[config.mk]
export PLATFORM = sky130hd
export DESIGN_NAME = mem_arbiter
export DESIGN_NICKNAME = d
export VERILOG_FILES = /design/src/rtl/mem_arbiter.sv
export SDC_FILE = /design/constraint.sdc
export NUM_CORES = 1
export LEC_CHECK = 0
export CAP_MARGIN = 20
export CORE_AREA = 2 2 110 112
export DETAILED_ROUTE_END_ITERATION = 16
export DIE_AREA = 0 0 112 114
export SLEW_MARGIN = 15
export SYNTH_ARGS = -nofsm -noshare
export SYNTH_HDL_FRONTEND = slang
export SYNTH_SLANG_ARGS = --single-unit
[constraint.sdc]
create_clock -name clk_i -period 2.3 [get_ports clk_i]
set_input_delay 0.345 -clock clk_i [delete_from_list [all_inputs] [get_ports clk_i]]
set_output_delay 0.345 -clock clk_i [all_outputs]
set_load 0.005 [all_outputs]
[src/rtl/mem_arbiter.sv]
`default_nettype none
// ============================================================================
//  Module   : mem_arbiter
//  Purpose  : Two-master Wishbone pipelined arbiter sharing one memory port
//             between instruction fetch (master 0) and load/store (master 1).
//             A master keeps the bus for its entire Wishbone cycle (cyc high).
//             Simultaneous requests from idle are resolved round-robin or by
//             fixed priority to load/store.
//  Revision : 1.0  initial release
// ----------------------------------------------------------------------------
//  Parameters
//    PRIORITY_MODE : 0 = round-robin, 1 = fixed priority to master 1
//  Ports
//    clk_i, rst_i            clock, asynchronous active-high reset
//    m0_*                    fetch master (read-only, no write data input)
//    m1_*                    load/store master
//    wb_*                    shared memory bus (master side of the slave)
//    grant_o[1:0]            one-hot current owner, 0 when idle
// ============================================================================
module mem_arbiter #(
  parameter int unsigned PRIORITY_MODE = 0
) (
  input  logic        clk_i,
  input  logic        rst_i,
  // master 0 : instruction fetch
  input  logic [31:0] m0_adr_i,
  output logic [31:0] m0_dat_o,
  input  logic        m0_we_i,
  input  logic [3:0]  m0_sel_i,
  input  logic        m0_stb_i,
  output logic        m0_ack_o,
  input  logic        m0_cyc_i,
  output logic        m0_stall_o,
  // master 1 : load/store
  input  logic [31:0] m1_adr_i,
  input  logic [31:0] m1_dat_i,
  output logic [31:0] m1_dat_o,
  input  logic        m1_we_i,
  input  logic [3:0]  m1_sel_i,
  input  logic        m1_stb_i,
  output logic        m1_ack_o,
  input  logic        m1_cyc_i,
  output logic        m1_stall_o,
  // shared memory bus
  output logic [31:0] wb_adr_o,
  output logic [31:0] wb_dat_o,
  input  logic [31:0] wb_dat_i,
  output logic        wb_we_o,
  output logic [3:0]  wb_sel_o,
  output logic        wb_stb_o,
  input  logic        wb_ack_i,
  output logic        wb_cyc_o,
  input  logic        wb_stall_i,
  // ownership status
  output logic [1:0]  grant_o
);

  typedef enum logic [1:0] {
    IDLE    = 2'd0,
    GRANT_0 = 2'd1,
    GRANT_1 = 2'd2
  } state_t;

  localparam logic c_FIXED_PRIO = (PRIORITY_MODE != 0);

  state_t state_q, state_d;
  logic   last_q,  last_d;   // index of the most recently granted master

  // --------------------------------------------------------------------------
  // Next-state logic. Ownership only changes when the owner drops cyc, so a
  // cycle is never split between masters.
  // --------------------------------------------------------------------------
  always_comb begin
    state_d = state_q;
    last_d  = last_q;

    unique case (state_q)
      IDLE: begin
        if (m0_cyc_i && m1_cyc_i) begin
          if (c_FIXED_PRIO) begin
            state_d = GRANT_1;
          end else begin
            // Round-robin: favour the master that was not served last.
            state_d = last_q ? GRANT_0 : GRANT_1;
          end
        end else if (m0_cyc_i) begin
          state_d = GRANT_0;
        end else if (m1_cyc_i) begin
          state_d = GRANT_1;
        end else begin
          state_d = IDLE;
        end
      end

      GRANT_0: begin
        if (m0_cyc_i) begin
          state_d = GRANT_0;
        end else if (m1_cyc_i) begin
          // Direct handover avoids an extra idle cycle for a waiting master.
          state_d = GRANT_1;
        end else begin
          state_d = IDLE;
        end
      end

      GRANT_1: begin
        if (m1_cyc_i) begin
          state_d = GRANT_1;
        end else if (m0_cyc_i) begin
          state_d = GRANT_0;
        end else begin
          state_d = IDLE;
        end
      end

      default: begin
        state_d = IDLE;
      end
    endcase

    // Staying in a grant state re-records the same index, so tracking the
    // destination is equivalent to updating only on entry.
    if (state_d == GRANT_0) begin
      last_d = 1'b0;
    end else if (state_d == GRANT_1) begin
      last_d = 1'b1;
    end
  end

  // --------------------------------------------------------------------------
  // State registers. last_q resets to 1 so the first tie goes to the fetch
  // master (boot fetch).
  // --------------------------------------------------------------------------
  always_ff @(posedge clk_i or posedge rst_i) begin
    if (rst_i) begin
      state_q <= IDLE;
      last_q  <= 1'b1;
    end else begin
      state_q <= state_d;
      last_q  <= last_d;
    end
  end

  // --------------------------------------------------------------------------
  // Bus multiplexing, combinational from state_q. Because state_q resets
  // asynchronously, wb_cyc_o/wb_stb_o fall the instant reset is asserted,
  // and an owner dropping cyc is visible on wb_cyc_o in the same cycle.
  // --------------------------------------------------------------------------
  always_comb begin
    wb_adr_o   = 32'h0;
    wb_dat_o   = 32'h0;
    wb_we_o    = 1'b0;
    wb_sel_o   = 4'h0;
    wb_stb_o   = 1'b0;
    wb_cyc_o   = 1'b0;
    m0_ack_o   = 1'b0;
    m1_ack_o   = 1'b0;
    m0_stall_o = 1'b1;
    m1_stall_o = 1'b1;

    unique case (state_q)
      GRANT_0: begin
        wb_adr_o   = m0_adr_i;
        wb_we_o    = m0_we_i;
        wb_sel_o   = m0_sel_i;
        wb_stb_o   = m0_stb_i;
        wb_cyc_o   = m0_cyc_i;
        m0_ack_o   = wb_ack_i;
        m0_stall_o = wb_stall_i;
      end

      GRANT_1: begin
        wb_adr_o   = m1_adr_i;
        wb_dat_o   = m1_dat_i;
        wb_we_o    = m1_we_i;
        wb_sel_o   = m1_sel_i;
        wb_stb_o   = m1_stb_i;
        wb_cyc_o   = m1_cyc_i;
        m1_ack_o   = wb_ack_i;
        m1_stall_o = wb_stall_i;
      end

      default: begin
        // Idle: bus quiet, acks from the slave are discarded.
      end
    endcase
  end

  // Read data is broadcast; each master qualifies it with its own ack.
  assign m0_dat_o = wb_dat_i;
  assign m1_dat_o = wb_dat_i;

  assign grant_o  = {state_q == GRANT_1, state_q == GRANT_0};

endmodule
`default_nettype wire

Word-level counts from Yosys, hierarchy flattened
Cells that the tools add are included.
- memories kept: 0
- bits in writable memories: 0
- bits in registers: 3
- ROM bits: 0
- output and inout port bits: 141
- bits in latches: 0
- $lt $le $gt $ge: 0
- divide/modulo/power cells: 0
- add/sub/neg operators: 0
- equal/unequal tests: 4
- $mul: 0
- bitwise gates (word level): 0
- shift-type cells: 0
- muxes and demuxes: 19
- reduce and logical (&&, ||, !) cells: 3
- operators with widths (cell ; number):
    $pmux W32 S2 ; 1
    $mux W32 ; 1
    $mux W2 ; 5
    $pmux W4 S2 ; 1
    $mux W1 ; 7
    $pmux W1 S2 ; 3
    $pmux W2 S3 ; 1
    $eq A2 B1 Y1 const B ; 2
    $eq A2 B2 Y1 const B ; 2
    $logic_not A2 Y1 ; 1
    $reduce_bool A2 Y1 ; 1
    $logic_and A1 B1 Y1 ; 1

Logic depth before layout (Yosys ltp)
Gate-level depths: netlist of the first run.
- word-level depth: 7
- mapped depth: 7

Worst setup path before layout of the first run
No wires, ideal clock.
- kind: register to register
- start: register state_q[0]
- end: register last_q
- data arrival time: 1.606 ns
- stages on the path, launching flop included: 8
- path slack: 0.619 ns
- library setup time: 0.075 ns
- buffers on the path: 1
- path through: dfrtp_1 inv_1 ha_1 buf_4 nor3_2 a2111o_1 ha_1 mux2i_1
- cells in the longest elaborated chain, start to end: 4
- elaborated cells between the ends (all ways): 8
- RTL lines (item ; RTL line ; source):
    from (decl) ; 66 ; state_t state_q, state_d;
    from (signal assigned) ; 139 ; state_q <= state_d;
    $eq A2 B2 Y1 * ; -- ;
    net grant_o[1] ; 55 ; output logic [1:0] grant_o
    $pmux W2 S3 * ; 77 ; unique case (state_q)
    $eq A2 B1 Y1 / $eq A2 B2 Y1 (equally long branches) ; 123, 125 ;
    $mux W1 / $reduce_bool A2 Y1 (equally long branches) ; -- ;
    to (signal assigned) ; 140 ; last_q <= last_d;
    to (decl) ; 67 ; logic last_q, last_d;
The timed path passes the listed nets; every way through them passes the cells marked *.
A chain may end at the register's enable or synchronous reset.

Worst setup path after layout of the first run
- start: register state_q[1]
- end: output port wb_adr_o[9]
- cells in the longest elaborated chain, start to end: 2
- elaborated cells between the ends (all ways): 3
- RTL lines (item ; RTL line ; source):
    $eq A2 B2 Y1 / $eq A2 B1 Y1 (equally long branches) ; 161 ; unique case (state_q)
    $pmux W32 S2 * ; 161 ;
    to (decl) ; 45 ; output logic [31:0] wb_adr_o,
Every way passes the cells marked *; elsewhere a longest branch is shown, timed or not.

==> results of run 1 <==
[per-layer routing]
layer | track usage (%) | up-vias | routed length, um
li1 | - | 913 | -
met1 | 9.73 | 869 | 2440
met2 | 20.1 | 134 | 3850
met3 | 2.44 | 35 | 739
met4 | 4.63 | 0 | 218
met5 | 0 | - | 0
[kinds of logic (layout without fill, tap and decap cells)]
kind of cell | count (synthesis) | after routing | synth area share (%)
buffers and inverters | 87 | 213 | 37.5
adder cells (fa/ha/maj) | 5 | 5 | 3.97
AND/OR/NAND/NOR | 80 | 80 | 31.8
AO/OA/AOI/OAI | 42 | 42 | 21.2
flip-flops | 3 | 3 | 4.84
multiplexers | 1 | 1 | 0.635
[through the flow]
| step | setup slack, ns | hold slack (ns) |
|---|---|---|
| floorplan | 0.619 | 0.0979 |
| global placement | 0.224 | 0.463 |
| detailed placement | 0.203 | 0.472 |
| CTS | -0.00904 | 0.293 |
| global route | -0.0109 | 0.316 |
| finish | 0.0505 | 0.291 |
[power by group]
| group | total, mW | internal, mW | switching, mW |
|---|---|---|---|
| registers | 0.106 | 0.0825 | 0.0237 |
| logic | 2.71 | 1.67 | 1.03 |
| clock network | 0.275 | 0.229 | 0.0467 |
[synth_stat cells]
cell       count  share of area [%]
nand2b_1       3                1.2
and2_1        34                 13
a2111o_1       1               0.71
clkbuf_1       3               0.71
inv_1          6                1.4
clkbuf_2       3               0.95
a22oi_1       39                 19
nand2_1        1               0.24
ha_1           5                4.0
buf_2          8                2.5
mux2i_1        1               0.63
buf_4         67                 32
nor2b_1       41                 16
nor3_2         1               0.63
dfstp_2        1                1.7
a2111oi_2      2                1.9
dfrtp_1        2                3.2
[critical path, stage by stage, from the launching register on]
cell             delay [ns]
dfrtp_1                0.40
buf_4                  0.16
ha_4                   0.17
buf_12                 0.13
buf_12                 0.14
a22oi_1                0.15
nor2b_1                0.06
clkdlybuf4s50_1        0.45
[state kept, by name, indices dropped and copies added (netlist names)]
register,flops
last_q,1
state_q,2
[path summary, 6_finish.rpt]
check | startpoint | endpoint | slack, ns | depth (start not counted)
setup / recovery | state_q[1]$_DFF_PP0_ | wb_adr_o[9] | 0.05 | 7
hold / removal | rst_i | state_q[1]$_DFF_PP0_ | 0.29 | 2
setup reg to reg | state_q[1]$_DFF_PP0_ | last_q$_DFFE_PP1P_ | 0.34 | 7
hold reg to reg | last_q$_DFFE_PP1P_ | last_q$_DFFE_PP1P_ | 0.47 | 2
max in group asynchronous | rst_i | last_q$_DFFE_PP1P_ | 1.80 | 2
min in group clk_i | last_q$_DFFE_PP1P_ | last_q$_DFFE_PP1P_ | 0.47 | 2
[repair_timing]
item,in CTS,in global routing
gates resized for setup,6,18
pin swaps,0,1
setup endpoints to repair,3,48
setup buffers,0,4
cloned,2,1
[layout make-up]
cell class / count / area share [%]
Timing Repair Buffer: 203 / 61.7
Multi-Input combinational cell: 128 / 27.9
Tap cell: 147 / 5.28
Clock buffer: 4 / 2.26
Sequential cell: 3 / 2.23
Inverter: 6 / 0.718
==> out/results.tsv, run 1 <==
metric	value	unit
outcome	finished clean	
fin crit period	2.25	ns
drt total wl	7240	um
CTS tree	yes	
share of layout cells above drive strength 1	9.01	%
Post-Synthesis Cells	218	
diode count	0	
Tcrit/Tclk final	97.8	%
Final ANT Viol Nets	0	
most common cell after layout, fill and taps aside	clkdlybuf4s50_1	
Slew @ Worst Pin	0.378	ns
Post-Place Cells	480	
clock buffer depth	2	
Overflow after GRT	0	
placed cell areas	3190	um^2
commonest non-fill, non-tap cells in the layout	clkdlybuf4s50_1, nor2b_1, a22oi_1, and2_1, dlymetal6s2s_1	
1st-pass router iterations	4	
GRT Total Usage	10.1	%
DR WL/cell	14.7	um
fmax	445	MHz
pin count of the biggest net entering global routing	39	
Die Wd	112	um
Peak VDD IR	295	uV
Cell Count, Final, Fillers Out	491	
Die ar.	12800	um^2
CP required	1.96	ns
sequential share of the synthesized area	4.84	%
number of global-route vias before repair	2012	
Final Hold Fails	0	
synthesized flop and latch total	3	
Vias/cell	3.97	
Final setup viols	0	
H-tree levels	1	
Power Density	886	nW/um^2
Worst-path clk slew	0.03	ns
Tot Pwr	3.09	mW
setup TNS	0	ns
relative slew slack	74.8	%
CP max FO	19	
Static Leak	1.38	nW
Arr. time, crit path	1.90	ns
antenna violations before repair	0	
syn avg cell area	7.23	um^2
CP endpoint kind	primary output	
Hold WC Path Type	in -> async	
post-route design area	3480	um^2
syn_nets	369	
Post-route DRC	0	
CTS Buf Count	3	
CTS root buf	clkbuf_16	
post-synthesis cell area	1580	um^2
Iteration-0 DRC Markers	51	
nets@finish	496	
Syn-to-layout area delta	121	%
fin util	29.8	%
register area	77.6	um^2
first-pass GRT wire length	10300	um
dpl hpwl	5490	um
Synthesis Warnings	0	
Initial Utilization	13.5	%
RD Place Congestion	0.716	
Max Slew Vio Count	0	
Max-cap violations	0	
cell row count	40	
Clk Latency, worst-skew pair	0.22	ns
Die Span Y	114	um
number of fill cells	1274	
num ports	287	
clk sink count	3	
Hold Buf Count CTS	0	
core area	11700	um^2
Setup Skew	0.000829	ns
critical path class	reg -> out	
Multi-input gate area	971	um^2
port bufs	190	
via count	1951	
count of cell types in the netlist	17	
CP startpoint kind	flip-flop	
Power figures use the tool's default switching activity.
==> run 2: changes to the inputs <==
--- a/config.mk
+++ b/config.mk
@@ -6,7 +6,7 @@
 export NUM_CORES = 1
 export LEC_CHECK = 0
 export CAP_MARGIN = 20
-export CORE_AREA = 2 2 110 112
+export CORE_AREA = 5 5 107 109
 export DETAILED_ROUTE_END_ITERATION = 16
 export DIE_AREA = 0 0 112 114
 export SLEW_MARGIN = 15
==> run 2 against run 1 <==
  * Via count shrank 0.56%
  * Sequential share of layout area is 0.061 points higher
  * Worst setup slack improved by 0.027 ns
  * Die area unchanged
  * Count of clock-buffer cells in the layout unchanged
  * Flip-flop and latch count is the same
  * Critical endpoint is now wb_adr_o[28]
==> out/results.tsv, run 2 (synthesized netlist as in run 1, its figures left out) <==
metric	value	unit	change
dpl hpwl	6430	um	+17%
CP startpoint kind	flip-flop		
setup TNS	0	ns	unchanged
Worst-path clk slew	0.03	ns	about the same
num ports	287		unchanged
CTS tree	yes		
Slew @ Worst Pin	0.413	ns	+0.0356 ns
drt total wl	8240	um	+14%
Die ar.	12800	um^2	unchanged
clock buffer depth	2		unchanged
Hold Buf Count CTS	0		unchanged
Setup WS post-layout	0.0778	ns	+0.0273 ns
commonest non-fill, non-tap cells in the layout	clkdlybuf4s50_1, nor2b_1, a22oi_1, and2_1, dlymetal6s2s_1		
Top reg by flops	state_q		
Arr. time, crit path	1.88	ns	-0.02 ns
Tcrit/Tclk final	96.6	%	-1.2 points
share of layout cells above drive strength 1	6.18	%	-2.8 points
number of global-route vias before repair	2137		+6.2%
CP max FO	33		+14
fmax	450	MHz	+1.2%
RD Place Congestion	0.837		+17%
Initial Utilization	15.0	%	+1.5 points
outcome	finished clean		
Max Slew Vio Count	0		unchanged
DR WL/cell	17.2	um	+16%
Vias/cell	4.04		+1.7%
H-tree levels	1		unchanged
relative slew slack	72.4	%	-2.4 points
fin crit period	2.22	ns	-0.0273 ns
antenna violations before repair	0		unchanged
Die Wd	112	um	unchanged
GRT Total Usage	11.5	%	+1.5 points
Syn-to-layout area delta	112	%	
nets@finish	492		-0.81%
Die Span Y	114	um	unchanged
1st-pass router iterations	4		unchanged
most common cell after layout, fill and taps aside	clkdlybuf4s50_1		
Final Hold Fails	0		unchanged
first-pass GRT wire length	11800	um	+15%
Peak VDD IR	408	uV	+38%
diode count	0		unchanged
Setup Skew	0.000384	ns	-0.000446 ns
Final setup viols	0		unchanged
Iteration-0 DRC Markers	127		+150%
Final ANT Viol Nets	0		unchanged
post-route design area	3340	um^2	-4.2%
CTS root buf	clkbuf_8		
CP required	1.96	ns	about the same
largest registers	state_q: 2 flops, last_q: 1 flops		
critical path class	reg -> out		
pre-CTS setup slack	0.177	ns	-0.0257 ns
max reg flops	2		unchanged
Reg2Reg Depth	7		unchanged
clk sink count	3		unchanged
Overflow after GRT	0		unchanged
Static Leak	1.29	nW	-6.7%
core area	10500	um^2	-10%
CTS Buf Count	3		unchanged
Post-route DRC	0		unchanged
port bufs	190		unchanged
fin util	31.8	%	+2.0 points
number of fill cells	1111		-13%
pin count of the biggest net entering global routing	35		-10%
via count	1940		-0.56%
Tot Pwr	2.86	mW	-7.4%
cell row count	38		-5.0%
Max-cap violations	0		unchanged
register area	76.3	um^2	-1.6%
Multi-input gate area	946	um^2	-2.6%
Clk Latency, worst-skew pair	0.21	ns	about the same
Power Density	857	nW/um^2	-3.3%
Hold WC Path Type	in -> async		
placed cell areas	3160	um^2	-1.1%
CP endpoint kind	primary output		
unrepaired setup endpoints after global routing	true		
run 2: changes by cell type in the layout (fill, tap and decap cells not counted), moves of 3 or more:
| cell | change |
|---|---|
| a22oi_2 | -5 |
| a22oi_1 | +5 |
| buf_4 | -3 |
| clkbuf_16 | -3 |
| clkdlybuf4s50_1 | +3 |
| clkbuf_8 | +3 |
run 2: final cells by class:
class / instances / share of cell area (%)
repair buffers: 199 / 62.1
multi-input cells: 128 / 28.3
well taps: 140 / 5.25
flip-flops and latches: 3 / 2.29
clock buffers: 4 / 1.35
inverters: 6 / 0.675
run 2: repair_timing:
action | 4_1_cts | 5_1_grt
setup buffers | 0 | 1
setup endpoints to repair | 13 | 71
cloned | 1 | 1
gates resized for setup | 0 | 19
run 2: critical path: stages (launching register included):
cell and delay (ns):
dfrtp_1 0.38, inv_2 0.11, ha_4 0.21, buf_12 0.21
a22oi_1 0.11, nor2b_1 0.13, clkdlybuf4s50_1 0.51
run 2: final timing paths:
check | to | slack, ns | startpoint
worst min-delay path | state_q[1]$_DFF_PP0_ | 0.30 | rst_i
worst max register to register | last_q$_DFFE_PP1P_ | 0.36 | state_q[1]$_DFF_PP0_
min in group clk_i | last_q$_DFFE_PP1P_ | 0.47 | last_q$_DFFE_PP1P_
worst min register to register | last_q$_DFFE_PP1P_ | 0.47 | last_q$_DFFE_PP1P_
max in group asynchronous | last_q$_DFFE_PP1P_ | 1.79 | rst_i
worst max-delay path | wb_adr_o[28] | 0.08 | state_q[0]$_DFF_PP0_
run 2: power breakdown:
part	internal, mW	switching [mW]
logic	1.56	1.05
clock network	0.118	0.0316
registers	0.0807	0.0201
run 2: metrics by stage:
step,std cells,hold WS [ns]
3_3_place_gp,473,0.465
3_5_place_dp,473,0.471
6_report,480,0.302
4_1_cts,478,0.307
2_1_floorplan,218,0.0979
5_1_grt,480,0.311
run 2: routing by layer:
layer  share of wire [%]  vias up  wire (um)  global-route usage, %
met5                   0        -          0                      0
met4                 3.6        0        295                   5.05
met3                  11       31        888                   4.35
met2                  47      143       3910                   20.1
met1                  38      862       3150                   12.5
li1                    -      904          -                      -
==> run 3: changes to the inputs <==
--- a/config.mk
+++ b/config.mk
@@ -9,7 +9,7 @@
 export CORE_AREA = 5 5 107 109
 export DETAILED_ROUTE_END_ITERATION = 16
 export DIE_AREA = 0 0 112 114
-export SLEW_MARGIN = 15
+export SLEW_MARGIN = 20
 export SYNTH_ARGS = -nofsm -noshare
 export SYNTH_HDL_FRONTEND = slang
 export SYNTH_SLANG_ARGS = --single-unit
==> results of run 3 <==
Same layout as run 2: the final DEF is identical, and so are final timing and power.
